File: src/rtl/mem_arb_pkg.sv
// mem_arb_pkg: shared types and widths for the memory arbiter.
//   arb_state_e : arbiter FSM states
//   port_id_e   : requester identity, also the bit index into req/gnt vectors
//   mem_cmd_t   : latched command (port, we_re, mask, addr, wdata)
package mem_arb_pkg;

  localparam int unsigned DATA_W = 32;
  localparam int unsigned ADDR_W = 8;
  localparam int unsigned MASK_W = 4;
  localparam int unsigned NPORTS = 2;

  typedef enum logic [1:0] {
    IDLE  = 2'd0,
    ISSUE = 2'd1,
    RESP  = 2'd2
  } arb_state_e;

  typedef enum logic {
    PORT_IF = 1'b0,
    PORT_LS = 1'b1
  } port_id_e;

  typedef struct packed {
    port_id_e            port_id;
    logic                we_re;
    logic [MASK_W-1:0]   mask;
    logic [ADDR_W-1:0]   addr;
    logic [DATA_W-1:0]   wdata;
  } mem_cmd_t;

endpackage

File: src/rtl/mem_arbiter_if.sv
// mem_arbiter_if: fetch port, load/store port and memory-side signals.
//   slave  : arbiter view (requests and mem_data_out in; gnt, rsp, mem_* out)
//   master : core/memory view (the mirror image)
interface mem_arbiter_if #(
  parameter int unsigned DataWidth = 32,
  parameter int unsigned Address   = 8
);

  // Fetch port
  logic                 if_req;
  logic [Address-1:0]   if_addr;
  logic                 if_gnt;
  logic                 if_rsp_valid;
  logic [DataWidth-1:0] if_rdata;

  // Load/store port
  logic                 ls_req;
  logic                 ls_we_re;
  logic [mem_arb_pkg::MASK_W-1:0] ls_mask;
  logic [Address-1:0]   ls_addr;
  logic [DataWidth-1:0] ls_wdata;
  logic                 ls_gnt;
  logic                 ls_rsp_valid;
  logic [DataWidth-1:0] ls_rdata;

  // Memory side
  logic                 mem_request;
  logic                 mem_we_re;
  logic [mem_arb_pkg::MASK_W-1:0] mem_mask;
  logic [Address-1:0]   mem_address;
  logic [DataWidth-1:0] mem_data_in;
  logic [DataWidth-1:0] mem_data_out;

  modport slave (
    input  if_req, if_addr,
    output if_gnt, if_rsp_valid, if_rdata,
    input  ls_req, ls_we_re, ls_mask, ls_addr, ls_wdata,
    output ls_gnt, ls_rsp_valid, ls_rdata,
    output mem_request, mem_we_re, mem_mask, mem_address, mem_data_in,
    input  mem_data_out
  );

  modport master (
    output if_req, if_addr,
    input  if_gnt, if_rsp_valid, if_rdata,
    output ls_req, ls_we_re, ls_mask, ls_addr, ls_wdata,
    input  ls_gnt, ls_rsp_valid, ls_rdata,
    input  mem_request, mem_we_re, mem_mask, mem_address, mem_data_in,
    output mem_data_out
  );

endinterface

File: src/rtl/mem_arb_select.sv
// mem_arb_select: combinational winner pick between fetch and load/store.
//   req_i   : request bits, indexed by port_id_e (bit0 = IF, bit1 = LS)
//   last_i  : port granted most recently (used only with round-robin)
//   gnt_c_o : one-hot grant, same indexing as req_i
// Build option: MEM_ARB_ROUND_ROBIN_EN selects round-robin instead of
// fixed LS-over-IF priority.
module mem_arb_select
  import mem_arb_pkg::*;
(
  input  logic [NPORTS-1:0] req_i,
  input  port_id_e          last_i,
  output logic [NPORTS-1:0] gnt_c_o
);

`ifdef MEM_ARB_ROUND_ROBIN_EN
  // On contention the port not granted last wins; single requests always win.
  always_comb begin
    gnt_c_o = '0;
    if (req_i == 2'b11) begin
      gnt_c_o = (last_i == PORT_LS) ? 2'b01 : 2'b10;
    end else begin
      gnt_c_o = req_i;
    end
  end
`else
  logic unused_last;
  assign unused_last = last_i;

  // Fixed priority: load/store always beats fetch.
  always_comb begin
    gnt_c_o = '0;
    if (req_i[PORT_LS]) begin
      gnt_c_o[PORT_LS] = 1'b1;
    end else if (req_i[PORT_IF]) begin
      gnt_c_o[PORT_IF] = 1'b1;
    end
  end
`endif

endmodule

File: src/rtl/mem_arbiter.sv
// mem_arbiter: shares a single-port word memory between instruction fetch
// (read-only) and load/store (read/write with byte mask).
//   clk, rst : clock, asynchronous active-high reset
//   bus      : mem_arbiter_if.slave -- fetch port, load/store port, memory port
// Each granted command is latched, issued to memory for exactly one cycle
// (ISSUE), and the response is routed back to the owning port in RESP.
// gnt is combinational in the arbitration cycle; everything else comes from
// registers or the registered memory read data.
// Build option: MEM_ARB_ROUND_ROBIN_EN enables round-robin arbitration with a
// 1-bit last-grant pointer; otherwise load/store has fixed priority.
module mem_arbiter
  import mem_arb_pkg::*;
#(
  parameter int unsigned DataWidth = DATA_W,
  parameter int unsigned Address   = ADDR_W
) (
  input  logic           clk,
  input  logic           rst,
  mem_arbiter_if.slave   bus
);

  arb_state_e        state_q;
  mem_cmd_t          cmd_q;
  mem_cmd_t          cmd_d;
  logic              mem_req_q;
  logic              arb_en;
  logic [NPORTS-1:0] req;
  logic [NPORTS-1:0] gnt;
  logic              gnt_any;
  port_id_e          last_q;

  // Arbitration is only open in IDLE and RESP; requests in ISSUE are ignored.
  assign arb_en  = (state_q != ISSUE);
  assign req     = {bus.ls_req, bus.if_req} & {NPORTS{arb_en}};
  assign gnt_any = |gnt;

  mem_arb_select u_select (
    .req_i   (req),
    .last_i  (last_q),
    .gnt_c_o (gnt)
  );

`ifndef MEM_ARB_ROUND_ROBIN_EN
  // No pointer in the fixed-priority build.
  assign last_q = PORT_IF;
`endif

  // Command about to be latched; fetch commands are reads with an empty mask.
  always_comb begin
    cmd_d = '0;
    if (gnt[PORT_LS]) begin
      cmd_d.port_id = PORT_LS;
      cmd_d.we_re   = bus.ls_we_re;
      cmd_d.mask    = bus.ls_mask;
      cmd_d.addr    = ADDR_W'(bus.ls_addr);
      cmd_d.wdata   = DATA_W'(bus.ls_wdata);
    end else begin
      cmd_d.port_id = PORT_IF;
      cmd_d.addr    = ADDR_W'(bus.if_addr);
    end
  end

  // FSM, command register and memory request strobe.
  always_ff @(posedge clk or posedge rst) begin
    if (rst) begin
      state_q   <= IDLE;
      cmd_q     <= '0;
      mem_req_q <= 1'b0;
    end else begin
      mem_req_q <= 1'b0;
      case (state_q)
        IDLE, RESP: begin
          if (gnt_any) begin
            state_q   <= ISSUE;
            cmd_q     <= cmd_d;
            mem_req_q <= 1'b1;
          end else begin
            state_q   <= IDLE;
          end
        end
        ISSUE:   state_q <= RESP;
        default: state_q <= IDLE;
      endcase
    end
  end

`ifdef MEM_ARB_ROUND_ROBIN_EN
  // Last-grant pointer; resets to IF so LS wins the first tie.
  always_ff @(posedge clk or posedge rst) begin
    if (rst) begin
      last_q <= PORT_IF;
    end else if (gnt_any) begin
      last_q <= gnt[PORT_LS] ? PORT_LS : PORT_IF;
    end
  end
`endif

  // Response routing: only the owning port sees valid, and only reads carry data.
  logic rsp_if;
  logic rsp_ls;
  assign rsp_if = (state_q == RESP) && (cmd_q.port_id == PORT_IF);
  assign rsp_ls = (state_q == RESP) && (cmd_q.port_id == PORT_LS);

  assign bus.if_gnt       = gnt[PORT_IF];
  assign bus.ls_gnt       = gnt[PORT_LS];
  assign bus.if_rsp_valid = rsp_if;
  assign bus.ls_rsp_valid = rsp_ls;
  assign bus.if_rdata     = (rsp_if && !cmd_q.we_re) ? bus.mem_data_out : {DataWidth{1'b0}};
  assign bus.ls_rdata     = (rsp_ls && !cmd_q.we_re) ? bus.mem_data_out : {DataWidth{1'b0}};

  // mem_* other than the strobe simply hold the last latched command.
  assign bus.mem_request  = mem_req_q;
  assign bus.mem_we_re    = cmd_q.we_re;
  assign bus.mem_mask     = cmd_q.mask;
  assign bus.mem_address  = Address'(cmd_q.addr);
  assign bus.mem_data_in  = DataWidth'(cmd_q.wdata);

endmodule

File: src/flat_wrapper.sv
// flat-port wrapper written by rule: the top's interface ports become plain ports
module mem_arbiter_flat import mem_arb_pkg::*;
#(
  parameter int unsigned DataWidth = DATA_W,
  parameter int unsigned Address   = ADDR_W
)
  (clk, rst, bus_if_req, bus_if_addr, bus_if_gnt, bus_if_rsp_valid, bus_if_rdata, bus_ls_req, bus_ls_we_re, bus_ls_mask, bus_ls_addr, bus_ls_wdata, bus_ls_gnt, bus_ls_rsp_valid, bus_ls_rdata, bus_mem_request, bus_mem_we_re, bus_mem_mask, bus_mem_address, bus_mem_data_in, bus_mem_data_out);
  mem_arbiter_if #(.DataWidth(DataWidth), .Address(Address)) bus_i ();
  input  logic clk;
  input  logic rst;
  input wire logic [$bits(bus_i.if_req)-1:0] bus_if_req;
  input wire logic [$bits(bus_i.if_addr)-1:0] bus_if_addr;
  output wire logic [$bits(bus_i.if_gnt)-1:0] bus_if_gnt;
  output wire logic [$bits(bus_i.if_rsp_valid)-1:0] bus_if_rsp_valid;
  output wire logic [$bits(bus_i.if_rdata)-1:0] bus_if_rdata;
  input wire logic [$bits(bus_i.ls_req)-1:0] bus_ls_req;
  input wire logic [$bits(bus_i.ls_we_re)-1:0] bus_ls_we_re;
  input wire logic [$bits(bus_i.ls_mask)-1:0] bus_ls_mask;
  input wire logic [$bits(bus_i.ls_addr)-1:0] bus_ls_addr;
  input wire logic [$bits(bus_i.ls_wdata)-1:0] bus_ls_wdata;
  output wire logic [$bits(bus_i.ls_gnt)-1:0] bus_ls_gnt;
  output wire logic [$bits(bus_i.ls_rsp_valid)-1:0] bus_ls_rsp_valid;
  output wire logic [$bits(bus_i.ls_rdata)-1:0] bus_ls_rdata;
  output wire logic [$bits(bus_i.mem_request)-1:0] bus_mem_request;
  output wire logic [$bits(bus_i.mem_we_re)-1:0] bus_mem_we_re;
  output wire logic [$bits(bus_i.mem_mask)-1:0] bus_mem_mask;
  output wire logic [$bits(bus_i.mem_address)-1:0] bus_mem_address;
  output wire logic [$bits(bus_i.mem_data_in)-1:0] bus_mem_data_in;
  input wire logic [$bits(bus_i.mem_data_out)-1:0] bus_mem_data_out;
  assign bus_i.if_req = bus_if_req;
  assign bus_i.if_addr = bus_if_addr;
  assign bus_if_gnt = bus_i.if_gnt;
  assign bus_if_rsp_valid = bus_i.if_rsp_valid;
  assign bus_if_rdata = bus_i.if_rdata;
  assign bus_i.ls_req = bus_ls_req;
  assign bus_i.ls_we_re = bus_ls_we_re;
  assign bus_i.ls_mask = bus_ls_mask;
  assign bus_i.ls_addr = bus_ls_addr;
  assign bus_i.ls_wdata = bus_ls_wdata;
  assign bus_ls_gnt = bus_i.ls_gnt;
  assign bus_ls_rsp_valid = bus_i.ls_rsp_valid;
  assign bus_ls_rdata = bus_i.ls_rdata;
  assign bus_mem_request = bus_i.mem_request;
  assign bus_mem_we_re = bus_i.mem_we_re;
  assign bus_mem_mask = bus_i.mem_mask;
  assign bus_mem_address = bus_i.mem_address;
  assign bus_mem_data_in = bus_i.mem_data_in;
  assign bus_i.mem_data_out = bus_mem_data_out;
  mem_arbiter #(.DataWidth(DataWidth), .Address(Address)) u_core (.clk(clk), .rst(rst), .bus(bus_i));
endmodule
File: config.mk
export PLATFORM = sky130hd
export DESIGN_NAME = mem_arbiter_flat
export DESIGN_NICKNAME = d
export VERILOG_FILES = /design/src/rtl/mem_arb_pkg.sv /design/src/rtl/mem_arbiter_if.sv /design/src/rtl/mem_arb_select.sv /design/src/rtl/mem_arbiter.sv /design/src/flat_wrapper.sv
export SDC_FILE = /design/constraint.sdc
export NUM_CORES = 1
export LEC_CHECK = 0
export ABC_CLOCK_PERIOD_IN_PS = 2620
export BUFFER_PORTS_ARGS = -buffer_cell sky130_fd_sc_hd__buf_4
export CAP_MARGIN = 20
export CORE_MARGIN = 1.5
export CORE_UTILIZATION = 35
export CTS_CLUSTER_SIZE = 24
export DETAILED_ROUTE_END_ITERATION = 10
export PLACE_DENSITY_LB_ADDON = 0.15
export SYNTH_ARGS = -nofsm -noshare
export SYNTH_HDL_FRONTEND = slang
export SYNTH_SLANG_ARGS = --single-unit
export TNS_END_PERCENT = 100
File: constraint.sdc
create_clock -name clk -period 2.62 [get_ports clk]
set_clock_uncertainty 0.05 [all_clocks]
set_input_delay 0.262 -clock clk [delete_from_list [all_inputs] [get_ports clk]]
set_output_delay 0.262 -clock clk [all_outputs]
set_load 0.02 [all_outputs]
# After elaboration in Yosys (flattened, before gate mapping)
# Index checks and enable logic that the tools add are counted.
# totals
out_inout_bits	114
ff_bits	49
# classes
bitwise_logic	2
reduce_logical	9
eq_ne	3
muxes	13
# ops
cell	n
32-bit two-way mux	3
8-bit two-way mux	1
1-bit two-way mux	7
5-bit two-way mux	1
1-bit logical AND	4
2-bit case mux with 2 select lines	1
2-bit OR reduction	2
2-bit bitwise AND	1
2-bit by 1-bit equality test with 1-bit output (second input constant)	1
2-bit equality test (second input constant)	1
2-bit zero test	1
2-bit by 1-bit inequality test with 1-bit output (second input constant)	1
2-bit AND reduction	1
1-bit zero test	1
1-bit inverter	1

# Longest topological paths before layout
# depth
ltp_word	7
depth_mapped	5
mapped_depth_nobuf	2

# Cells and area by module
# A second synthesis with hierarchy kept.
# unflattened
cells_unflattened	264
hier_area_um2	2701.3
# modules_own_cells
mod	cells_each	area_each_um2	seq_area_each_um2	instances
mem_arbiter	262	2680.1	1201.2	1
mem_arb_select	2	21.3	0.0	1

# Worst setup path before layout
# OpenSTA, ideal clock, no wires.
# synth_timing
kind	register -> output
start	reg u_core.state_q[0]
end	out bus_if_gnt
t_arrival_ps	1210
stages_incl_launch_ff	4
setup_slack_ps	1098
path_buffers	1
cell_sequence	dfrtp_1 buf_4 nor2b_1 nor3b_1
# synth_via
elab_chain_len	4
# synth_lines
element	line	source
from (decl)	mem_arbiter.sv:22	arb_state_e state_q;
from (signal assigned)	mem_arbiter.sv:66	state_q <= IDLE;
from (signal assigned)	mem_arbiter.sv:74	state_q <= ISSUE;
from (signal assigned)	mem_arbiter.sv:78	state_q <= IDLE;
2-bit by 1-bit inequality test with 1-bit output *	mem_arbiter.sv:33	assign arb_en = (state_q != ISSUE);
2-bit bitwise AND *	mem_arbiter.sv:34	assign req = {bus.ls_req, bus.if_req} & {NPORTS{arb_en}};
1-bit two-way mux	mem_arb_select.sv:34	end else if (req_i[PORT_IF]) begin
1-bit two-way mux *	mem_arb_select.sv:32	if (req_i[PORT_LS]) begin
to (decl)	flat_wrapper.sv:13	output wire logic [$bits(bus_i.if_gnt)-1:0] bus_if_gnt;
# Every way passes the cells marked *; elsewhere a longest branch is shown, timed or not.

# Final worst setup path
# layout_timing
start	reg u_core.state_q[1]
end	out bus_ls_rdata[25]
# layout_via
elab_chain_len	4
# layout_lines
element	line	source
2-bit equality test	mem_arbiter.sv:102	assign rsp_ls = (state_q == RESP) && (cmd_q.port_id == PORT_LS);
1-bit logical AND	mem_arbiter.sv:102	
1-bit logical AND	mem_arbiter.sv:109	assign bus.ls_rdata = (rsp_ls && !cmd_q.we_re) ? bus.mem_data_out : {DataWidth{1'b0}};
32-bit two-way mux	mem_arbiter.sv:109	
to (decl)	flat_wrapper.sv:23	output wire logic [$bits(bus_i.ls_rdata)-1:0] bus_ls_rdata;
# Every way passes these cells.

==> results.cfg <==
[job]
maxCapViolCount = 0

[clocking]
worst_skew_pair.late_latency_ns = 0.29
cts.htree.levels = 2
cts_tree = yes
clkSinkCount = 49
clk_transition_reported_paths_ns = 0.09
cts_buffers = 5
postCtsResizedCells = 0
root_buffer = sky130_fd_sc_hd__clkbuf_8
clockBufferDepth = 2

[route]
postRouteWirelength_um = 7830
detail_route.drc_violations = 0
dr.first_iter.drc_count = 100
detail-route-antenna-nets = 0
route.detailed.wl_per_inst_um = 15.1
drt_pre_antenna_iters = 4
vias_per_cell = 4.73
num_vias = 2451

[placed_design]
globalplace.congestion = 0.731
place.detailed.hpwl_um = 5940
port-buffer-count = 202

[floorplanning]
die_x_um = 91.5
fp-row-count = 32
ios = 203
initial_core_util = 0.358
fp.coreArea_um2 = 7650
fp.dieArea_um2 = 8370
die_height_um = 91.5

[layout]
area.sequential_um2 = 1230
area_growth_pct = 49.2
fraction_of_final_layout_cells_with_drive_strength_greater_than_1 = 0.535
num-fill-cells = 712
multi_input_comb_area_um2 = 990
finish.net_count = 504

[synth]
yosys_warnings = 0
number_of_enable_type_register_cells_in_the_synthesized_netlist = 0
syn-num-nets = 357
post_synth_main_area_contributors = sky130_fd_sc_hd__dfrtp_1 (45%), sky130_fd_sc_hd__and3_1 (15%), sky130_fd_sc_hd__buf_4 (13%)
synth.top_cell.area_share = 0.447
post-synth-top-area-cell = sky130_fd_sc_hd__dfrtp_1
mappedNetlistArea_um2 = 2740
synth_seq_cells = 49
ys_async_sr_fraction = 1.00
syn-mean-instance-area_um2 = 10.2
synthFlopType = sky130_fd_sc_hd__dfrtp_1
synthesis.instances = 268
synth_seq_area_share = 0.447
synth_most_common_cell = sky130_fd_sc_hd__and3_1
synth.distinct_cells = 19
post_synth_top_cells = sky130_fd_sc_hd__and3_1 (64), sky130_fd_sc_hd__dfrtp_1 (49), sky130_fd_sc_hd__buf_4 (47)

[global_routing]
grt_pass1_vias = 2187
antenna_violations_before_repair = 1
grt_first_pass_wirelength_um = 11900
globalRouteOverflowTotal = 0
grt_max_degree = 65
grt_util_all_layers = 0.179

[power]
p_leak_uw = 0.00239
p_per_area_nw_per_um2 = 560
irDropWorstVdd_mv = 0.357

[setup_path]
critical-path-max-stage-delay_ns = 0.39
critical-path-slowest-cell = sky130_fd_sc_hd__dfrtp_1
timing.critical_path.to_type = primary output
worst_r2r_path_depth = 4
crit_path_start_kind = flip-flop
critPathMostFrequentCell = sky130_fd_sc_hd__buf_4
timing.setup.critical_path_class = reg -> out
cp_max_fo = 64
critical_path_cell_sequence = nor2b_2 > buf_4 > and3_1 > buf_4
critical_path_data_required_time_ns = 2.31
cp.arrival_ns = 1.60

[timing]
report.final.slew_viol_count = 0
final_period_minus_worst_setup_slack_ns = 1.91
hold_slack_ns = 0.125
slew-limit-headroom = 0.657
max_slew.worst_pin.slew_ns = 0.513
fmax_mhz = 524
fin_crit_sh = 0.729
totalNegativeSetupSlack_ns = 0
finalHoldViolCount = 0
grt_setup_unrepaired = no
setup_viol = 0

[run_status]
run_status = completed

[worst_hold_path]
worstHoldPathType = in -> reg
timing.hold.worst_path_depth = 2
-- state kept, by name (all words and copies together), names as in the netlist --
| register | flops |
|---|---|
| u_core.bus.mem_data_in | 32 |
| u_core.state_q | 2 |
| u_core.bus.mem_we_re | 1 |
| u_core.bus.mem_address | 8 |
| u_core.cmd_q | 1 |
| u_core.bus.mem_mask | 4 |
| u_core.bus.mem_request | 1 |
-- kinds of logic after synthesis --
family | count (synthesis) | synth area share
flip-flops | 49 | 0.447
AO/OA/AOI/OAI | 47 | 0.151
AND/OR/NAND/NOR | 90 | 0.206
buffers and inverters | 82 | 0.196
-- per-stage QoR --
step	util	cells	worst slack, ns	area, µm²	power (µW)
finish	0.535	518	0.710	4090	2290
global route	0.535	518	0.551	4090	2410
CTS	0.530	515	0.695	4060	2310
floorplan	-	268	1.10	2740	1590
detailed placement	0.519	508	1.03	3970	1850
global placement	0.519	508	1.06	3970	1850
-- critical path: cells and delay by family, from the launching register on --
kind,cells,cell delay (ns)
buffers and inverters,2,0.52
flip-flops,1,0.39
AND/OR/NAND/NOR,2,0.39
-- report_power, final --
group          switching (µW)  total (µW)  internal (µW)
Combinational             478         897            420
Sequential               68.8         940            872
Clock                     242         451            209
Total                     788        2290           1500
-- cell usage in the layout, fill, tap and decap left out --
master,n
sky130_fd_sc_hd__nor4b_1,8
sky130_fd_sc_hd__o21bai_4,1
sky130_fd_sc_hd__dfrtp_1,49
sky130_fd_sc_hd__a22o_1,37
sky130_fd_sc_hd__diode_2,1
sky130_fd_sc_hd__and2_1,2
sky130_fd_sc_hd__a221oi_1,8
sky130_fd_sc_hd__nand2b_1,1
sky130_fd_sc_hd__clkbuf_8,6
sky130_fd_sc_hd__nor2_1,8
sky130_fd_sc_hd__nor3b_1,1
sky130_fd_sc_hd__dlygate4sd3_1,1
sky130_fd_sc_hd__a21o_1,1
sky130_fd_sc_hd__clkinvlp_4,1
sky130_fd_sc_hd__nor2b_2,2
sky130_fd_sc_hd__nor2b_1,3
sky130_fd_sc_hd__buf_12,2
sky130_fd_sc_hd__inv_2,1
sky130_fd_sc_hd__inv_1,10
sky130_fd_sc_hd__and3_1,64
sky130_fd_sc_hd__buf_4,208
sky130_fd_sc_hd__nor2_2,1
-- timing repair --
item	4_1_cts	5_1_grt
endpoints found under the setup margin	0	0
endpoints found under the hold margin	0	18
hold buffers	0	1
buffers inserted	0	0
-- path summary, 6_finish.rpt --
| path | from | end | slack [ns] |
|---|---|---|---|
| max | u_core.state_q[1]$_DFF_PP0_ | bus_ls_rdata[25] | 0.71 |
| max reg2reg | u_core.state_q[0]$_DFF_PP0_ | u_core.bus.mem_address[2]$_DFFE_PP0P_ | 1.05 |
| min reg2reg | u_core.bus.mem_data_in[22]$_DFFE_PP0P_ | u_core.bus.mem_data_in[22]$_DFFE_PP0P_ | 0.46 |
| max in group asynchronous | rst | u_core.bus.mem_we_re$_DFFE_PP0P_ | 1.54 |
| min in group asynchronous | rst | u_core.bus.mem_data_in[30]$_DFFE_PP0P_ | 0.48 |
| min | bus_ls_wdata[31] | u_core.bus.mem_data_in[31]$_DFFE_PP0P_ | 0.12 |
-- per-layer routing --
metal / track usage / up-vias / routed length (µm)
met3: 0.0410 / 8 / 614
li1: - / 1201 / -
met1: 0.224 / 1119 / 3200
met4: 0.0547 / 0 / 121
met2: 0.304 / 123 / 3890
met5: 0 / - / 0
-- cell type report --
cell class | count | area share
Multi-Input combinational cell | 137 | 0.242
Antenna cell | 1 | 0.000612
Timing Repair Buffer | 211 | 0.394
Tap cell | 102 | 0.0312
Inverter | 11 | 0.0101
Clock inverter | 1 | 0.00184
Clock buffer | 6 | 0.0202
Sequential cell | 49 | 0.300
Power figures use the tool's default switching activity.
